--- src/rtl/fetch_queue.sv ---
// fetch_queue: fetch-to-decode instruction buffer with in-flight request tracking and flush drop
module fetch_queue #(
  parameter int DEPTH = 8,
  parameter int MAX_OUTSTANDING = 4
) (
  input  logic        clk,
  input  logic        rst,
  output logic        move_fetch,
  output logic [31:0] pc_next,
  input  logic        imem_rqst,
  input  logic [31:0] pc,
  input  logic [63:0] order,
  input  logic [31:0] imem_rdata,
  input  logic        imem_resp,
  input  logic        move_flush,
  output logic        dq_valid,
  output logic [31:0] dq_inst,
  output logic [31:0] dq_pc,
  output logic [63:0] dq_order,
  input  logic        dq_ready
);
  localparam int AW = (DEPTH > 1) ? $clog2(DEPTH) : 1;
  localparam int MW = (MAX_OUTSTANDING > 1) ? $clog2(MAX_OUTSTANDING) : 1;
  localparam int CW = $clog2(DEPTH + 1);
  localparam int PW = $clog2(MAX_OUTSTANDING + 1);
  logic [31:0] iq_inst_q [DEPTH];
  logic [31:0] iq_pc_q [DEPTH];
  logic [63:0] iq_order_q [DEPTH];
  logic [31:0] pm_pc_q [2**MW];
  logic [63:0] pm_order_q [2**MW];
  logic [AW-1:0] head_q, head_d, tail_q, tail_d;
  logic [CW-1:0] cnt_q, cnt_d;
  logic [MW-1:0] ph_q, ph_d, pt_q, pt_d;
  logic [PW-1:0] pend_q, pend_d, drop_q, drop_d;
  logic push_rq, resp_ok, take, pop;
  assign push_rq    = imem_rqst && !move_flush;
  assign resp_ok    = imem_resp && !move_flush;
  assign take       = resp_ok && drop_q == '0;
  assign dq_valid   = !rst && cnt_q != '0;
  assign pop        = dq_valid && dq_ready && !move_flush;
  assign move_fetch = !rst && !move_flush
                      && (32'(pend_q) + 32'(drop_q) < 32'(MAX_OUTSTANDING))
                      && (32'(cnt_q) + 32'(pend_q) < 32'(DEPTH));
  assign pc_next    = pc + 32'd4;
  assign dq_inst    = iq_inst_q[head_q];
  assign dq_pc      = iq_pc_q[head_q];
  assign dq_order   = iq_order_q[head_q];
  // Next-state of pointers and counters; a flush empties both FIFOs and turns pending into drops
  always_comb begin
    head_d = move_flush ? '0 : head_q + AW'(pop);
    tail_d = move_flush ? '0 : tail_q + AW'(take);
    cnt_d  = move_flush ? '0 : cnt_q + CW'(take) - CW'(pop);
    ph_d   = move_flush ? '0 : ph_q + MW'(take);
    pt_d   = move_flush ? '0 : pt_q + MW'(push_rq);
    pend_d = move_flush ? '0 : pend_q + PW'(push_rq) - PW'(take);
    drop_d = move_flush ? drop_q + pend_q - PW'(imem_resp)
                        : drop_q - PW'(resp_ok && drop_q != '0);
  end
  // Control state register
  always_ff @(posedge clk) begin
    if (rst) begin
      head_q <= '0;
      tail_q <= '0;
      cnt_q  <= '0;
      ph_q   <= '0;
      pt_q   <= '0;
      pend_q <= '0;
      drop_q <= '0;
    end else begin
      head_q <= head_d;
      tail_q <= tail_d;
      cnt_q  <= cnt_d;
      ph_q   <= ph_d;
      pt_q   <= pt_d;
      pend_q <= pend_d;
      drop_q <= drop_d;
    end
  end
  // FIFO storage writes and fetch/memory protocol checks
  always_ff @(posedge clk) begin
    if (push_rq) begin
      pm_pc_q[pt_q]    <= pc;
      pm_order_q[pt_q] <= order;
    end
    if (take) begin
      iq_inst_q[tail_q]  <= imem_rdata;
      iq_pc_q[tail_q]    <= pm_pc_q[ph_q];
      iq_order_q[tail_q] <= pm_order_q[ph_q];
    end
    if (!rst && imem_rqst) assert (move_fetch);
    if (!rst && imem_resp) assert (pend_q != '0 || drop_q != '0);
  end
endmodule

--- config.mk ---
export PLATFORM = sky130hd
export DESIGN_NAME = fetch_queue
export DESIGN_NICKNAME = d
export VERILOG_FILES = /design/src/rtl/fetch_queue.sv
export SDC_FILE = /design/constraint.sdc
export NUM_CORES = 1
export LEC_CHECK = 0
export ABC_AREA = 1
export ABC_CLOCK_PERIOD_IN_PS = 11000
export BUFFER_PORTS_ARGS = -buffer_cell sky130_fd_sc_hd__buf_4
export CAP_MARGIN = 30
export CORE_ASPECT_RATIO = 1.25
export CORE_MARGIN = 8
export CORE_UTILIZATION = 50
export DETAILED_ROUTE_END_ITERATION = 12
export GPL_ROUTABILITY_DRIVEN = 0
export PLACE_DENSITY = 0.67
export SETUP_SLACK_MARGIN = 0.3
export SYNTH_ARGS = -nofsm -noshare
export SYNTH_HDL_FRONTEND = slang
export SYNTH_SLANG_ARGS = --single-unit
--- constraint.sdc ---
create_clock -name clk -period 11 [get_ports clk]
set_input_delay 0.55 -clock clk [delete_from_list [all_inputs] [get_ports clk]]
set_output_delay 0.55 -clock clk [all_outputs]
set_load 0.005 [all_outputs]
==> results.toml, run 1 <==
[global_routing]
met1_usage_pct = 28.4
grt_usage_pct = 21.6
grt_pass1_vias = 34800
grt_overflow_total = 0
met3_usage_pct = 4.67
antenna_found_initial = 1
grt_max_degree = 262
grt_most_used_layer = "met2"
met2_usage_pct = 35.5
grt_pass1_wl_mm = 203

[run_status]
status = "complete, but fails checks"
violations = "slew limit"

[yosys]
synth_top_area_share_pct = 75.4
syn-mean-instance-area_um2 = 12.7
yosysUniqueCellTypes = 26
synth_fp_nets = 4584
syn_inst = 4424
async_flop_share_pct = 0
synth_seq_cells = 1428
yosysMostFrequentCell = "edfxtp_1"
synthTopCellsByArea = "edfxtp_1, nor2_1, o21ai_0"
ys_warn_count = 0
synth-seq-area-share_pct = 76.1
synth_edf_count = 1408
syn_area_um2 = 56100
synth_ff_type = "edfxtp_1"
yosys.area.top_type = "edfxtp_1"
synth_common_cells = "edfxtp_1, nor2_1, o21ai_0, nand2_1, o21ai_1"

[sta]
whs_ns = 0.0648
finalSetupViolCount = 0
slew_violations = 18
fmax_mhz = 230
setup_tns_ns = 0
hold_viol_final = 0
worstMarginPinSlew_ns = 1.50
relSlewSlack_pct = -0.320
min_period_ns = 4.36
finalCritPeriodShare_pct = 39.6
fin_skew_ns = 0.0215
rsz0062_at_grt = "false"

[clock_tree]
cts_sinks = 1428
cts_resized = 0
tritoncts = "yes"
clk_path_buf_depth = 3
cts_htree_levels = 4
root_buffer = "clkbuf_16"
cts_buffers = 136
clk_latency_ns = 0.76
clkTransAtPathRegs_ns = 0.06

[power]
pwr-share-comb_pct = 4.2
switching_share_pct = 20.7
clkPwrFrac_pct = 40.4
power_mw = 11.0
p_int_mw = 8.69
seq_power_share_pct = 55.4
max-vdd-ir-drop_v = 0.000159
leakagePower_nw = 22.6
p_sw_mw = 2.27
power-per-cell-area_nw_per_um2 = 168

[cells_and_area]
layout-drive-gt1-share_pct = 11.6
layout.nets = 4934
fillers = 8732
final_cells = 6342
fin_util_pct = 58.5
area_delta_synth_final_pct = 16.1

[setup_path]
worstPathCellList = "inv_16 > buf_4 > o21ai_0 > o21ai_1 > nand2_1 > nand2_1 > buf_4"
startpoint = "head_q[0]"
crit_path_end = "dq_order[21]"
r2r_cells = 5
path_delay_family = "buffers and inverters"
startpoint_type = "flop"
worstReg2RegStart = "ph_q[0]"
critical_path_class = "reg -> out"
reg2reg_slack_ns = 7.13
required_ns = 10.45
path_max_fanout = 190
path_depth = 7
end_kind = "output pin"
slowest_stage = "buf_4"
reg2reg_to = "iq_order_q[3][14]"
slowest_delay_ns = 0.86
crit_buf_inv = 3
worstPathArrival_ns = 3.81

[die]
die_w_um = 316
core_area_um2 = 111000
die_area_um2 = 123000
pin_count = 296
die_y_um = 390
initial_core_util_pct = 50.3
num_rows = 137

[drt]
drt_first_pass_iters = 7
via_per_inst = 5.54
avgRoutedWirePerCell_um = 21.3
drt_iter0_drc = 3303
drc = 0
antenna_left = 0
num_vias = 35100
routed_wl_mm = 135

[placed_design]
dp.cells = 5975
numPortBuffers = 295
place.detailed.hpwl_mm = 74.1

[run]
maxCapViolations = 0

[worst_hold_path]
min_path_type = "in -> reg"
-- cells in the final DEF, fill, tap and decap left out, drive strengths merged, types with 13 or more instances in the layout --
cell         instances
buf                365
clkbuf             169
clkinv              59
dfxtp               20
dlygate4sd3        111
edfxtp            1408
ha                  23
inv                 69
nand2              487
nand3               17
nor2              1035
o21ai              964
o22ai               96
xnor2               13
-- cell type report --
cell class	count	area (um2)	share of cell area, %
clock inverters	77	628	0.964
well taps	1459	1830	2.80
inverters	61	253	0.388
multi-input cells	2671	12000	18.4
flip-flops and latches	1428	42700	65.6
diodes	1	2.50	0.00384
repair buffers	476	4140	6.36
clock buffers	169	3580	5.49
-- metrics by stage --
stage	setup slack, ns	instance area, um2
2_1_floorplan	3.05	56100
4_1_cts	6.61	65000
3_5_place_dp	7.12	59700
6_report	6.64	65100
5_1_grt	6.31	65100
3_3_place_gp	6.52	59400
-- routing by layer --
metal,up-vias,wire length [um],part of all wire [%]
met3,208,9490,7.0
met1,17300,56300,42
met2,1183,65100,48
li1,16500,-,-
met4,0,4080,3.0
met5,-,0,0
-- logic make-up (layout without fill, tap and decap cells) --
logic type / after synthesis / after routing / share of synthesized area (%)
compound gates: 1068 / 1068 / 9.75
xor+xnor: 24 / 24 / 0.375
fa+ha+maj: 26 / 26 / 0.620
buf+inv: 325 / 783 / 2.66
flops: 1428 / 1428 / 76.1
other cells: 0 / 1 / 0
simple gates: 1553 / 1553 / 10.5
-- state kept, by name, indices dropped and copies added (netlist names) --
name / flops
iq_inst_q: 256
pt_q: 2
iq_pc_q: 256
head_q: 3
pm_pc_q: 128
pend_q: 3
cnt_q: 4
pm_order_q: 256
iq_order_q: 512
ph_q: 2
tail_q: 3
drop_q: 3
-- power by group through the flow --
stage	logic, mW	clock network [mW]	registers [mW]
floorplan	0.185	0	6.19
global placement	0.412	0	6.18
detailed placement	0.427	0	6.18
CTS	0.462	4.50	6.07
global route	0.506	4.70	6.07
finish	0.458	4.43	6.07
-- what timing repair did --
item                                   in CTS  in global routing
hold buffers                              111                  0
setup buffers                               0                  0
endpoints found under the hold margin     570                  0
-- worst min-delay path by stage --
stage,startpoint,end,slack [ns],cells after the start
2_1_floorplan,tail_q[2],tail_q[2],0.52,2
3_3_place_gp,tail_q[2],tail_q[2],0.54,2
3_5_place_dp,head_q[2],head_q[2],0.53,2
4_1_cts,pc[30],pm_pc_q[1][30],0.0003,1
5_1_grt,pc[30],pm_pc_q[1][30],0.02,1
6_report,pc[24],pm_pc_q[0][24],0.06,1
Power figures use the tool's default switching activity.
==> run 2, diff against run 1 <==
ABC_AREA = 0   (was 1)
ABC_CLOCK_PERIOD_IN_PS = 4150   (was 11000)
clock period = 4.15 ns   (was 11 ns; I/O delays follow)
==> results.toml, run 2 <==
[run_status]
status = "complete, no violations"

[die]
num_rows = 134
die_w_um = 310
initial_core_util_pct = 50.4
die_area_um2 = 119000
pin_count = 296
die_y_um = 383
core_area_um2 = 107000

[cells_and_area]
area_delta_synth_final_pct = 18.9
layout-drive-gt1-share_pct = 36.7
largest_reg_flops = 512
regMostFlops = "iq_order_q"
layout_commonest_cell = "edfxtp_1"
fillers = 7398
final_cell_mix = "edfxtp_1, mux4_2, buf_4"
layout.nets = 2882

[setup_path]
critical_path_class = "reg -> out"
startpoint = "head_q[0]"
reg2reg_slack_ns = 1.61
r2r_cells = 10
startpoint_type = "flop"
required_ns = 3.94
end_kind = "output pin"
path_max_fanout = 28
worstPathArrival_ns = 3.08
worstReg2RegStart = "drop_q[0]"
reg2reg_to = "drop_q[2]"

[sta]
fmax_mhz = 304
slew_violations = 0
whs_ns = 0.0806
finalSetupViolCount = 0
min_period_ns = 3.29
worstMarginPinSlew_ns = 1.01
fin_skew_ns = 0.0225
setup_tns_ns = 0
finalCritPeriodShare_pct = 79.3
relSlewSlack_pct = 32.3
hold_viol_final = 0
rsz0062_at_grt = "false"

[worst_hold_path]
worstHoldStart = "imem_resp"
min_path_type = "in -> reg"
hold_end = "drop_q[1]"
hold_depth = 4

[yosys]
synth_compound_area_share_pct = 0.105
synthTopCellsByArea = "edfxtp_1, mux4_2, mux2_2"
synthAdderAreaFrac_pct = 0.646
yosys.area.top_type = "edfxtp_1"
synth_edf_count = 1408
syn-mean-instance-area_um2 = 24.4
syn_inst = 2204
syn_area_um2 = 53800
synth_ff_type = "edfxtp_1"
synth_seq_cells = 1428
synth_fp_nets = 2364
async_flop_share_pct = 0
synth_top_area_share_pct = 78.5
synth_common_cells = "edfxtp_1, mux4_2, mux2_2, clkbuf_1, buf_2"
ys_warn_count = 0
yosysMostFrequentCell = "edfxtp_1"
synthSimpleGateAreaFrac_pct = 1.02
synth-seq-area-share_pct = 79.3
synth_mux_area_share_pct = 17.4
synth_xor_area_share_pct = 0.634
synth_top_family_by_area = "multiplexers"
yosysUniqueCellTypes = 36

[power]
power_mw = 29.5
leakagePower_nw = 20.1
p_int_mw = 23.8
max-vdd-ir-drop_v = 0.000422
switching_share_pct = 19.5
pwr-share-comb_pct = 3.9
p_sw_mw = 5.77
power-per-cell-area_nw_per_um2 = 461
clkPwrFrac_pct = 41.6
seq_power_share_pct = 54.5

[global_routing]
grt_max_degree = 90
grt_overflow_total = 0
grt_usage_pct = 19.6
grt_pass1_vias = 26800
antenna_found_initial = 11
grt_pass1_wl_mm = 172

[drt]
wl_met3_mm = 5.73
routed_wl_mm = 115
routed.top_layer = "met5"
drt_first_pass_iters = 5
drt_iter0_drc = 1590
wl_met1_mm = 44.5
num_vias = 24300
met2_length_mm = 62.1
avgRoutedWirePerCell_um = 27.0
via_per_inst = 5.71
drc = 0
antenna_left = 0

[clock_tree]
cts_hold_buffers = 131
cts_htree_levels = 4
tritoncts = "yes"
cts_buffers = 138
cts_resized = 0
post_cts_buffers = 0
cts_sinks = 1428
clk_path_buf_depth = 3
clkTransAtPathRegs_ns = 0.06
clk_latency_ns = 0.75
root_buffer = "clkbuf_16"

[placed_design]
numPortBuffers = 295
place.detailed.hpwl_mm = 63.6

[run]
maxCapViolations = 0
==> run 2: cell type report <==
cell class                      instances  area [um2]  share of cell area, %
Inverter                               21        78.8                  0.123
Timing Repair Buffer                  476        4220                   6.59
Sequential cell                      1428       42700                   66.7
Antenna cell                            6        15.0                 0.0235
Clock buffer                          181        3730                   5.83
Multi-Input combinational cell        657       10800                   16.8
Tap cell                             1428        1790                   2.79
Clock inverter                         64         699                   1.09
==> run 2: worst max-delay path by stage <==
stage	endpoint	slack (ns)
after floorplan	iq_inst_q[4][0]	-0.55
after global placement	dq_order[5]	1.56
after detailed placement	pm_pc_q[3][18]	1.49
after CTS	dq_inst[13]	0.71
after global routing	dq_inst[15]	0.60
final	dq_inst[15]	0.86
==> run 2: power by group through the flow <==
| stage | Sequential, mW | Clock (mW) | Combinational (mW) |
|---|---|---|---|
| 5_1_grt | 16.1 | 13.0 | 1.25 |
| 4_1_cts | 16.1 | 12.6 | 1.18 |
| 6_report | 16.1 | 12.3 | 1.15 |
| 2_1_floorplan | 16.4 | 0 | 0.507 |
| 3_5_place_dp | 16.4 | 0 | 1.06 |
| 3_3_place_gp | 16.4 | 0 | 1.02 |
==> run 2: worst max-delay path: stages, from the launching register on <==
cell and delay [ns]:
dfxtp_4 0.75, buf_4 0.57, mux4_2 0.58, mux2_2 0.29
buf_4 0.14
==> run 2: layer usage <==
layer | vias up | global-route usage, %
li1 | 10400 | -
met1 | 13100 | 24.1
met2 | 676 | 35.5
met3 | 179 | 3.40
met4 | 2 | 5.71
met5 | - | 0
==> run 2: cells by family (layout without fill, tap and decap cells) <==
group           Yosys count  after routing
flops                  1428           1428
mux                     480            480
buf+inv                 119            742
simple gates            103            103
xor+xnor                 39             39
fa+ha+maj                26             26
compound gates            9              9
other cells               0              6
==> run 2: through the flow <==
step	cell area [um2]	worst slack, ns	util (%)	cells
4_1_cts	64000	0.711	59.9	4254
5_1_grt	64000	0.605	59.9	4257
3_3_place_gp	58200	1.56	54.5	3878
2_1_floorplan	53900	-0.550	-	2204
6_report	64000	0.860	59.9	4261
3_5_place_dp	58200	1.49	54.5	3878
